[src/rtl/undetfunc_if.sv]
// undetfunc_if: control and stimulus bundle between the undetfunc driver and its controller
//   master: start/stop/pattern/seed/len out; busy/done/en/ukn/det/cyc_cnt in
//   slave : the driver side, directions reversed
interface undetfunc_if #(
    parameter int PW = 4,
    parameter int LW = 8
);
    logic          start;
    logic          stop;
    logic [PW-1:0] pattern;
    logic [7:0]    seed;
    logic [LW-1:0] len;
    logic          busy;
    logic          done;
    logic          en;
    logic [7:0]    ukn;
    logic [3:0]    det;
    logic [LW-1:0] cyc_cnt;

    modport master (
        output start, stop, pattern, seed, len,
        input  busy, done, en, ukn, det, cyc_cnt
    );

    modport slave (
        input  start, stop, pattern, seed, len,
        output busy, done, en, ukn, det, cyc_cnt
    );
endinterface

[src/rtl/undetfunc_driver.sv]
// undetfunc_driver: en/ukn stimulus generator for undetfunc with a determinism shadow of r0..r3
//   clk  : rising-edge clock
//   rst  : asynchronous active-low reset
//   bus  : undetfunc_if slave (start/stop/pattern/seed/len in; busy/done/en/ukn/det/cyc_cnt out)
module undetfunc_driver #(
    parameter int PW = 4,
    parameter int LW = 8
) (
    input logic        clk,
    input logic        rst,
    undetfunc_if.slave bus
);
    localparam int IW = (PW > 1) ? $clog2(PW) : 1;

    typedef enum logic [1:0] {IDLE, RUN, DONE} state_t;

    state_t        state, state_n;
    logic [PW-1:0] pattern_q, pattern_n;
    logic [LW-1:0] len_q, len_n;
    logic [LW-1:0] cnt_q, cnt_n;
    logic [7:0]    lfsr, lfsr_n;
    logic [IW-1:0] idx, idx_n;
    logic          en_q, en_n;
    logic [7:0]    ukn_q, ukn_n;
    logic [3:0]    det_q;

    always_comb begin
        state_n   = state;
        pattern_n = pattern_q;
        len_n     = len_q;
        cnt_n     = cnt_q;
        lfsr_n    = lfsr;
        idx_n     = idx;
        en_n      = 1'b0;
        ukn_n     = 8'h00;
        case (state)
            IDLE: if (bus.start) begin
                pattern_n = bus.pattern;
                len_n     = bus.len;
                lfsr_n    = (bus.seed == 8'h00) ? 8'h01 : bus.seed;
                idx_n     = '0;
                cnt_n     = '0;
                state_n   = (bus.len == '0) ? DONE : RUN;
            end
            // stop suppresses the beat of this cycle entirely; en/ukn fall to 0
            RUN: if (bus.stop) begin
                state_n = DONE;
            end else begin
                en_n    = pattern_q[idx];
                ukn_n   = lfsr;
                lfsr_n  = {lfsr[6:0], lfsr[7] ^ lfsr[5] ^ lfsr[4] ^ lfsr[3]};
                idx_n   = (idx == IW'(PW - 1)) ? '0 : idx + 1'b1;
                cnt_n   = (&cnt_q) ? cnt_q : cnt_q + 1'b1;
                state_n = (cnt_q == len_q - 1'b1) ? DONE : RUN;
            end
            DONE: state_n = IDLE;
            default: state_n = IDLE;
        endcase
    end

    always_ff @(posedge clk or negedge rst) begin
        if (!rst) begin
            state     <= IDLE;
            pattern_q <= '0;
            len_q     <= '0;
            cnt_q     <= '0;
            lfsr      <= 8'h01;
            idx       <= '0;
            en_q      <= 1'b0;
            ukn_q     <= 8'h00;
            det_q     <= 4'b0000;
        end else begin
            state     <= state_n;
            pattern_q <= pattern_n;
            len_q     <= len_n;
            cnt_q     <= cnt_n;
            lfsr      <= lfsr_n;
            idx       <= idx_n;
            en_q      <= en_n;
            ukn_q     <= ukn_n;
            // shadow of consumer registers, driven by the en presented before this edge
            det_q     <= {&det_q,
                          en_q ? (det_q[0] & det_q[1]) : det_q[2],
                          en_q ? det_q[0] : 1'b1,
                          en_q & det_q[1]};
        end
    end

    assign bus.busy    = (state == RUN);
    assign bus.done    = (state == DONE);
    assign bus.en      = en_q;
    assign bus.ukn     = ukn_q;
    assign bus.det     = det_q;
    assign bus.cyc_cnt = cnt_q;
endmodule

[src/flat_wrapper.sv]
// flat-port wrapper written by rule: the top's interface ports become plain ports
module undetfunc_driver_flat 
#(
    parameter int PW = 4,
    parameter int LW = 8
)
  (clk, rst, bus_start, bus_stop, bus_pattern, bus_seed, bus_len, bus_busy, bus_done, bus_en, bus_ukn, bus_det, bus_cyc_cnt);
  undetfunc_if #(.PW(PW), .LW(LW)) bus_i ();
  input logic clk;
  input logic rst;
  input wire logic [$bits(bus_i.start)-1:0] bus_start;
  input wire logic [$bits(bus_i.stop)-1:0] bus_stop;
  input wire logic [$bits(bus_i.pattern)-1:0] bus_pattern;
  input wire logic [$bits(bus_i.seed)-1:0] bus_seed;
  input wire logic [$bits(bus_i.len)-1:0] bus_len;
  output wire logic [$bits(bus_i.busy)-1:0] bus_busy;
  output wire logic [$bits(bus_i.done)-1:0] bus_done;
  output wire logic [$bits(bus_i.en)-1:0] bus_en;
  output wire logic [$bits(bus_i.ukn)-1:0] bus_ukn;
  output wire logic [$bits(bus_i.det)-1:0] bus_det;
  output wire logic [$bits(bus_i.cyc_cnt)-1:0] bus_cyc_cnt;
  assign bus_i.start = bus_start;
  assign bus_i.stop = bus_stop;
  assign bus_i.pattern = bus_pattern;
  assign bus_i.seed = bus_seed;
  assign bus_i.len = bus_len;
  assign bus_busy = bus_i.busy;
  assign bus_done = bus_i.done;
  assign bus_en = bus_i.en;
  assign bus_ukn = bus_i.ukn;
  assign bus_det = bus_i.det;
  assign bus_cyc_cnt = bus_i.cyc_cnt;
  undetfunc_driver #(.PW(PW), .LW(LW)) u_core (.clk(clk), .rst(rst), .bus(bus_i));
endmodule
[config.mk]
export PLATFORM = sky130hd
export DESIGN_NAME = undetfunc_driver_flat
export DESIGN_NICKNAME = d
export VERILOG_FILES = /design/src/rtl/undetfunc_if.sv /design/src/rtl/undetfunc_driver.sv /design/src/flat_wrapper.sv
export SDC_FILE = /design/constraint.sdc
export NUM_CORES = 1
export LEC_CHECK = 0
export BUFFER_PORTS_ARGS = -buffer_cell sky130_fd_sc_hd__buf_2
export CAP_MARGIN = 20
export CORE_ASPECT_RATIO = 2
export CORE_MARGIN = 5
export CORE_UTILIZATION = 30
export DETAILED_ROUTE_END_ITERATION = 8
export PLACE_DENSITY = 0.56
export SLEW_MARGIN = 20
export SYNTH_ARGS = -nofsm -noshare
export SYNTH_HDL_FRONTEND = slang
export SYNTH_SLANG_ARGS = --single-unit
[constraint.sdc]
create_clock -name clk -period 3.48 [get_ports clk]
set_input_delay 0.522 -clock clk [delete_from_list [all_inputs] [get_ports clk]]
set_output_delay 0.522 -clock clk [all_outputs]
set_load 0.005 [all_outputs]
---- Word level (Yosys, flattened, before mapping) ----
Cells that the tools add are included.
operators by class
  reductions and logical operators ........ 9
  multiplexer cells ....................... 24
  bitwise logic cells ..................... 5
  order comparisons ....................... 1
  add/subtract/negate cells ............... 3
  $mul .................................... 0
  divide/modulo/power cells ............... 0
  shift operators ......................... 0
  equal/unequal tests ..................... 7
operators with widths
  cell                   count
  $mux W8                8
  $pmux W8 S2            2
  $logic_not A8 Y1       2
  $mux W2                7
  $add A8 B1 Y8 const B  1
  $eq A8 B8 Y1           1
  $pmux W2 S2            2
  $reduce_and A4 Y1      2
  $reduce_and A8 Y1      1
  $sub A8 B1 Y8 const B  1
  $ne A2 B2 Y1 const B   3
  $eq A2 B2 Y1 const B   2
  $mux W1                4
  $lt A2 B3 Y1 const B   1
  $reduce_and A3 Y1      1
  $xor A1 B1 Y1          3
  $add A2 B1 Y2 const B  1
  $and A1 B1 Y1          2
  $bmux W1 S2            1
  $eq A2 B1 Y1 const B   1
  $logic_not A2 Y1       1
  $reduce_and A2 Y1      1
  $reduce_bool A2 Y1     1
storage, ports and cells
  memories ................................ 0
  bits in latches ......................... 0
  output and inout bits ................... 23
  bits of input ports ..................... 24
  bits in registers ....................... 45
  RAM bits ................................ 0
  bits in read-only memories .............. 0

---- Depth between registers and ports, before layout ----
Gate-level depths: netlist of the first run.
  word-level depth ........................ 5
  mapped depth ............................ 9
  depth with buffers taken out ............ 8

---- Worst setup path before layout of the first run ----
No wires, ideal clock.
  path type ............................... register to register
  start ................................... register u_core.cnt_q[0] (netlist: u_core.bus.cyc_cnt[0])
  end ..................................... register u_core.cnt_q[5] (netlist: u_core.bus.cyc_cnt[5])
  buffers on the path ..................... 0
  arrival time ............................ 1.671 ns
  path slack .............................. 1.679 ns
  cell stages (with the launch flop) ...... 8
  cells stage by stage .................... dfrtp_1 -> ha_1 -> and4_1 -> a221oi_4 -> nand4_4 -> nor2_2 -> xnor2_1 -> nor2_2
between the ends
  longest elaborated chain between the ends .. 4
ends and longest elaborated chain
  element                   line                    source
  start: declaration        undetfunc_driver.sv:20  logic [LW-1:0] cnt_q, cnt_n;
  start signal: assignment  undetfunc_driver.sv:76  cnt_q <= cnt_n;
  $add A8 B1 Y8             undetfunc_driver.sv:53  cnt_n = (&cnt_q) ? cnt_q : cnt_q + 1'b1;
  $mux W8                   undetfunc_driver.sv:53
  $mux W8                   undetfunc_driver.sv:46  RUN: if (bus.stop) begin
  $pmux W8 S2               undetfunc_driver.sv:36  case (state)
Several ways; a longest one is shown, not always the timed one. The select of a mux whose other input is x is not followed.
A chain may end at the register's enable or synchronous reset.

---- Worst setup path after layout of the first run ----
  start ................................... register u_core.state[1]
  end ..................................... output bus_busy
between the ends
  longest elaborated chain between the ends .. 1
ends and longest elaborated chain
  element                   line                    source
  start: declaration        undetfunc_driver.sv:17  state_t state, state_n;
  start signal: assignment  undetfunc_driver.sv:73  state <= state_n;
  $eq A2 B1 Y1              undetfunc_driver.sv:89  assign bus.busy = (state == RUN);
  end: declaration          flat_wrapper.sv:16      output wire logic [$bits(bus_i.busy)-1:0] bus_busy;
No other way between the ends.

==> flow_metrics.tcl, run 1 <==
set metrics [dict create \
    grt_max_degree 46 \
    reg2regPathDepth 7 \
    r2r-end "u_core.bus.cyc_cnt[7]" \
    worstPathMaxFanout 12 \
    post_cts_resized 0 \
    synth_cell_types 46 \
    finalSetupTns_ps 0 \
    numCtsBuffers 5 \
    synthArstFlopShare_pct 100 \
    worstSetupStartpointType "flip-flop" \
    postCtsSetupRepairBufs 0 \
    ir_drop_mv 0.325 \
    syn-num-nets 239 \
    dpl.hpwl_um 3540 \
    synth_flop_cell "dfrtp_1" \
    fillCellCount 777 \
    r2r-start "u_core.bus.cyc_cnt[0]" \
    drt-total-wl_um 4750 \
    p_leak_uw 0.00123 \
    drive_above_1_share_pct 31.6 \
    power_density_nw_per_um2 782 \
    yosysTopAreaCell "dfrtp_1" \
    fin_skew_ps 5.61 \
    yosys_warnings 0 \
    cts_root_buf "clkbuf_16" \
    ant_nets 0 \
    netlist_area_um2 2280 \
    worstPathRequired_ps 2960 \
    num_rows 45 \
    via_count 1667 \
    design_area_um2 2720 \
    grt_pass1_vias 1666 \
    rrSetupSlack_ps 1540 \
    viasPerCell 4.76 \
    relSlewSlack_pct 52.3 \
    outcome "finished, final reports clean" \
    die_h_um 133 \
    gp_congestion 0.822 \
    muxShareOfSynthArea_pct 6.85 \
    critical-path-top-delay-family "buffers and inverters" \
    synthSimpleGateAreaFrac_pct 20.3 \
    hold_violations 0 \
    setup_viol 0 \
    synth.ff_latch_count 45 \
    crit_chain "nand2b_1 > inv_1 > buf_2" \
    timing.fmax_mhz 459 \
    cts_hold_buffers 0 \
    hp-class "in2async" \
    fin_crit_ps 2180 \
    diodes 0 \
    core-area_um2 7490 \
    synth_most_common_cell "dfrtp_1" \
    ys_top_cells_by_area "dfrtp_1, mux2_2, xnor2_1, nand2_1, xor2_1" \
    cts_max_path_buffers 2 \
    synth_edf_count 0 \
    synth_top_area_share_pct 48.2 \
    cts_sinks 45 \
    synthCells 212 \
    nets 282 \
    max-cap-violations 0 \
    period_share_pct 62.6 \
    area.growth.synth_to_final_pct 19.2 \
    whs_ps 230 \
    yosys-top-cells-count "dfrtp_1, nand2_1, nor2_1" \
    crit_buf_inv 2 \
    drc_errors 0 \
    io_buffers 46 \
    worstSkewPairLatency_ps 280 \
    path_class "reg2out" \
    worst_path_max_delay_cell "dfrtp_1" \
    grt_pass1_wl_um 8110 \
    rsz0062_at_grt "no" \
    layout.cells.non_filler 350 \
    ioPinCount 47 \
    grt_overflow_total 0 \
    synth_xor_xnor_area_share_pct 7.68 \
    utilization_pct 36.3 \
    die_w_um 71.7 \
    clkTransAtPathRegs_ps 60 \
    seq_area_frac_synth_pct 49.4 \
    drt_iter0_drc 88 \
    synth_compound_area_share_pct 9.98 \
    endpoint_kind "primary output" \
    dieArea_um2 9560 \
    place_area_um2 2570 \
    drt_pass1_iterations 4 \
    antenna_found_initial 0 \
    grt_usage_pct 10.6 \
    syn_area_per_cell_um2 10.8 \
    slew_viol_final 0 \
    h-tree-depth 2 \
    worst_pin_slew_ps 715 \
    cts_tree "built" \
    wire_per_inst_um 13.6 \
    synth_top_family_by_area "simple AND/OR/NAND/NOR gates" \
    placed_cells 342 \
    synthAdderAreaFrac_pct 1.64 \
    arrival_ps 1660 \
    start_util_pct 30.5 \
    cpPeakStageDelay_ps 450 \
]
[layout by cell type, fill, tap and decap left out, types with 2 or more instances in the layout]
cell type / count
buf_2: 45
o21ai_0: 8
clkbuf_16: 5
dfrtp_1: 44
nor2_2: 4
xor2_1: 9
nand3_1: 4
a32oi_1: 2
clkinv_2: 2
nor4_1: 3
inv_1: 7
nor2_1: 16
ha_1: 3
and4_1: 2
and2_1: 10
nor3_1: 2
o21ai_1: 2
xnor2_1: 11
mux2_2: 11
buf_4: 2
nand4_1: 4
nand2_1: 25
nand2b_1: 3
a21oi_1: 3
a31oi_1: 8
[cell type report]
type / count / area [um^2] / area share (%)
Clock buffer: 5 / 125 / 4.60
Clock inverter: 3 / 17.5 / 0.644
Inverter: 7 / 26.3 / 0.966
Multi-Input combinational cell: 149 / 1070 / 39.2
Sequential cell: 45 / 1130 / 41.4
Tap cell: 94 / 118 / 4.32
Timing Repair Buffer: 47 / 240 / 8.83
[state kept, by name (all words and copies together) (netlist names)]
name and flops:
u_core.bus.en 1, u_core.bus.ukn 8, u_core.state 2, u_core.bus.cyc_cnt 8, u_core.idx 2, u_core.len_q 8
u_core.bus.det 4, u_core.lfsr 8, u_core.pattern_q 4
[stage by stage]
step,power (uW),worst slack [ps]
finish,2130,1300
global route,2300,1160
CTS,2160,1290
detailed placement,1690,1460
global placement,1670,1500
floorplan,1490,1680
[how the worst max path moves through the flow]
stage | startpoint | to | cells past startpoint
after global placement | bus_stop | u_core.bus.cyc_cnt[0] | 6
after detailed placement | bus_stop | u_core.bus.cyc_cnt[0] | 6
after floorplan | u_core.bus.cyc_cnt[0] | u_core.bus.cyc_cnt[5] | 7
after CTS | u_core.state[1] | bus_busy | 3
final | u_core.state[1] | bus_busy | 3
after global routing | u_core.state[1] | bus_busy | 3
[layer usage]
layer / vias up / GRT usage [%] / part of all wire [%]
met1: 803 / 13.1 / 43
met4: 0 / 4.18 / 1.7
li1: 815 / - / -
met2: 41 / 17.4 / 49
met5: - / 0 / 0
met3: 8 / 2.72 / 6.1
[worst reg2reg max path, stage by stage (launching register included)]
cell and delay [ps]:
dfrtp_1 480, ha_1 310, and4_1 240, a221oi_4 320, nand4_4 160, nor2_2 130, xnor2_1 140, nor2_2 40
[cell families after synthesis]
family | count (synthesis)
buffers and inverters | 18
adders and majority gates | 3
xor gates and xnor gates | 20
and+or+nand+nor | 83
DFF | 45
AOI/OAI and AO/OA | 30
muxes | 13
[power breakdown]
part	switching [uW]	internal, uW
logic	389	376
clock network	194	263
registers	196	710
total	779	1350
No activity file was read; power rests on OpenSTA's default activity.
==> run 2: changes to the inputs <==
Settings changed: PLACE_DENSITY 0.56 to 0.58.
Clock period 3.48 ns to 2 ns, I/O delays scaled along.
==> run 2 against run 1 <==
  * Global-route usage is 0.85 points higher
  * Final area increased by 5.2%
  * Die area stayed put
  * Non-clock buffer count up 11
  * Sequential power rose by 71%
  * Worst setup slack got worse by 1100 ps
  * Hold slack worse by 200 ps
  * Utilization grew 1.9 points
  * Clock-buffer cell count did not move
  * Critical path type is now reg2reg
  * Critical endpoint is now u_core.bus.cyc_cnt[7]
  * Highest routed layer unchanged
==> flow_metrics.tcl, run 2 (synthesized netlist as in run 1, its figures left out) <==
set metrics [dict create \
    dieArea_um2 9560 \
    whs_ps 29.4 \
    drive_above_1_share_pct 34.8 \
    grt_max_degree 30 \
    numCtsBuffers 5 \
    grt_usage_pct 11.5 \
    cpPeakStageDelay_ps 380 \
    ir_drop_mv 0.537 \
    worstSetupStartpointType "flip-flop" \
    final_cell_mix "buf_2, dfrtp_1, nand2_1" \
    endpoint_kind "flip-flop" \
    met3_usage_pct 3.47 \
    rsz0062_at_grt "no" \
    dpl_worst_slack_ps 102 \
    cts_hold_buffers 0 \
    grt_util_met2_pct 18.4 \
    antenna_found_initial 0 \
    drc_errors 0 \
    setup_viol 0 \
    worstPathMaxFanout 5 \
    hp-class "in2async" \
    die_w_um 71.7 \
    fillCellCount 732 \
    grt_pass1_wl_um 8760 \
    cts_sinks 45 \
    ioPinCount 47 \
    finalSetupTns_ps 0 \
    relSlewSlack_pct 57.5 \
    num_rows 45 \
    ant_nets 0 \
    top_usage_layer "met2" \
    seq_area_um2 1130 \
    fin_skew_ps 5.79 \
    p_total_uw 4100 \
    outcome "finished, final reports clean" \
    clkTransAtPathRegs_ps 60 \
    area.growth.synth_to_final_pct 25.3 \
    core-area_um2 7490 \
    setup_ws_ps 203 \
    nets 293 \
    die_h_um 133 \
    hold_violations 0 \
    io_buffers 46 \
    multi_input_comb_area_um2 1080 \
    worstPathRequired_ps 2180 \
    cts_max_path_buffers 2 \
    cts_tree "built" \
    cpMostUsedCell "nor2_2" \
    worst_path_max_delay_cell "dfrtp_1" \
    gp_congestion 0.932 \
    via_count 1731 \
    start_util_pct 30.5 \
    dpl.hpwl_um 3760 \
    cts_root_buf "clkbuf_16" \
    grtUsageMet1_pct 14.0 \
    viasPerCell 4.80 \
    worstSkewPairLatency_ps 290 \
    h-tree-depth 2 \
    layout_commonest_cell "buf_2" \
    diodes 0 \
    fin_crit_ps 1800 \
    period_share_pct 89.9 \
    arrival_ps 1980 \
    path_class "reg2reg" \
    grt_overflow_total 0 \
    post_cts_resized 0 \
    wire_per_inst_um 13.9 \
    drt_iter0_drc 69 \
    worst_pin_slew_ps 637 \
    postCtsSetupRepairBufs 0 \
    drt-total-wl_um 5010 \
    power_density_nw_per_um2 1430 \
    utilization_pct 38.2 \
    max-cap-violations 0 \
    drt_pass1_iterations 6 \
    slew_viol_final 0 \
    crit_chain "ha_1 > and4_1 > a221oi_4 > nand4_4 > nor2_2 > xnor2_1 > nor2_2" \
    p_leak_uw 0.00131 \
    grt_pass1_vias 1852 \
    timing.fmax_mhz 556 \
]
-- run 2: changes by cell type in the layout (fill, tap and decap cells not counted) --
cell        delta
buf_4         +10
clkinvlp_4     -1
bufinv_16      +2
clkinv_2       -1
ha_4           +1
buf_2          +1
ha_1           -1
-- run 2: worst paths after layout --
path / start / to / slack, ps / cells after the start
worst max-delay path: u_core.bus.cyc_cnt[0] / u_core.bus.cyc_cnt[7] / 200 / 7
worst min-delay path: rst / u_core.bus.cyc_cnt[5] / 30 / 1
worst max register to register: u_core.bus.cyc_cnt[0] / u_core.bus.cyc_cnt[7] / 200 / 7
worst min register to register: u_core.bus.en / u_core.bus.det[1] / 500 / 1
max in group asynchronous: rst / u_core.pattern_q[0] / 1380 / 2
min in group clk: bus_len[0] / u_core.len_q[0] / 240 / 3
-- run 2: report_power, final --
group          switching (uW)  internal (uW)  leakage [uW]
combinational             759            745      0.000651
clock                     337            713     0.0000938
sequential                311           1240      0.000564
-- run 2: area by class of cell --
type,count,area share [%]
clock buffers,5,4.37
multi-input cells,149,37.7
repair buffers,58,11.2
well taps,94,4.11
clock inverters,3,2.27
inverters,7,0.919
flip-flops and latches,45,39.4
-- run 2: layer usage --
layer	share of wire, %	vias up
met4	2.9	0
met5	0	-
met3	6.3	12
li1	-	840
met1	42	827
met2	48	52
-- run 2: through the flow --
stage,cells,cell area (um^2)
2_1_floorplan,212,2280
3_3_place_gp,353,2660
3_5_place_dp,353,2660
4_1_cts,361,2850
5_1_grt,361,2860
6_report,361,2860
-- run 2: worst max-delay path, delay by kind of cell (launching register included) --
kind                       cells  cell delay, ps
xor gates and xnor gates       1             130
and+or+nand+nor                4             590
adders and majority gates      1             250
AOI/OAI and AO/OA              1             350
DFF                            1             380
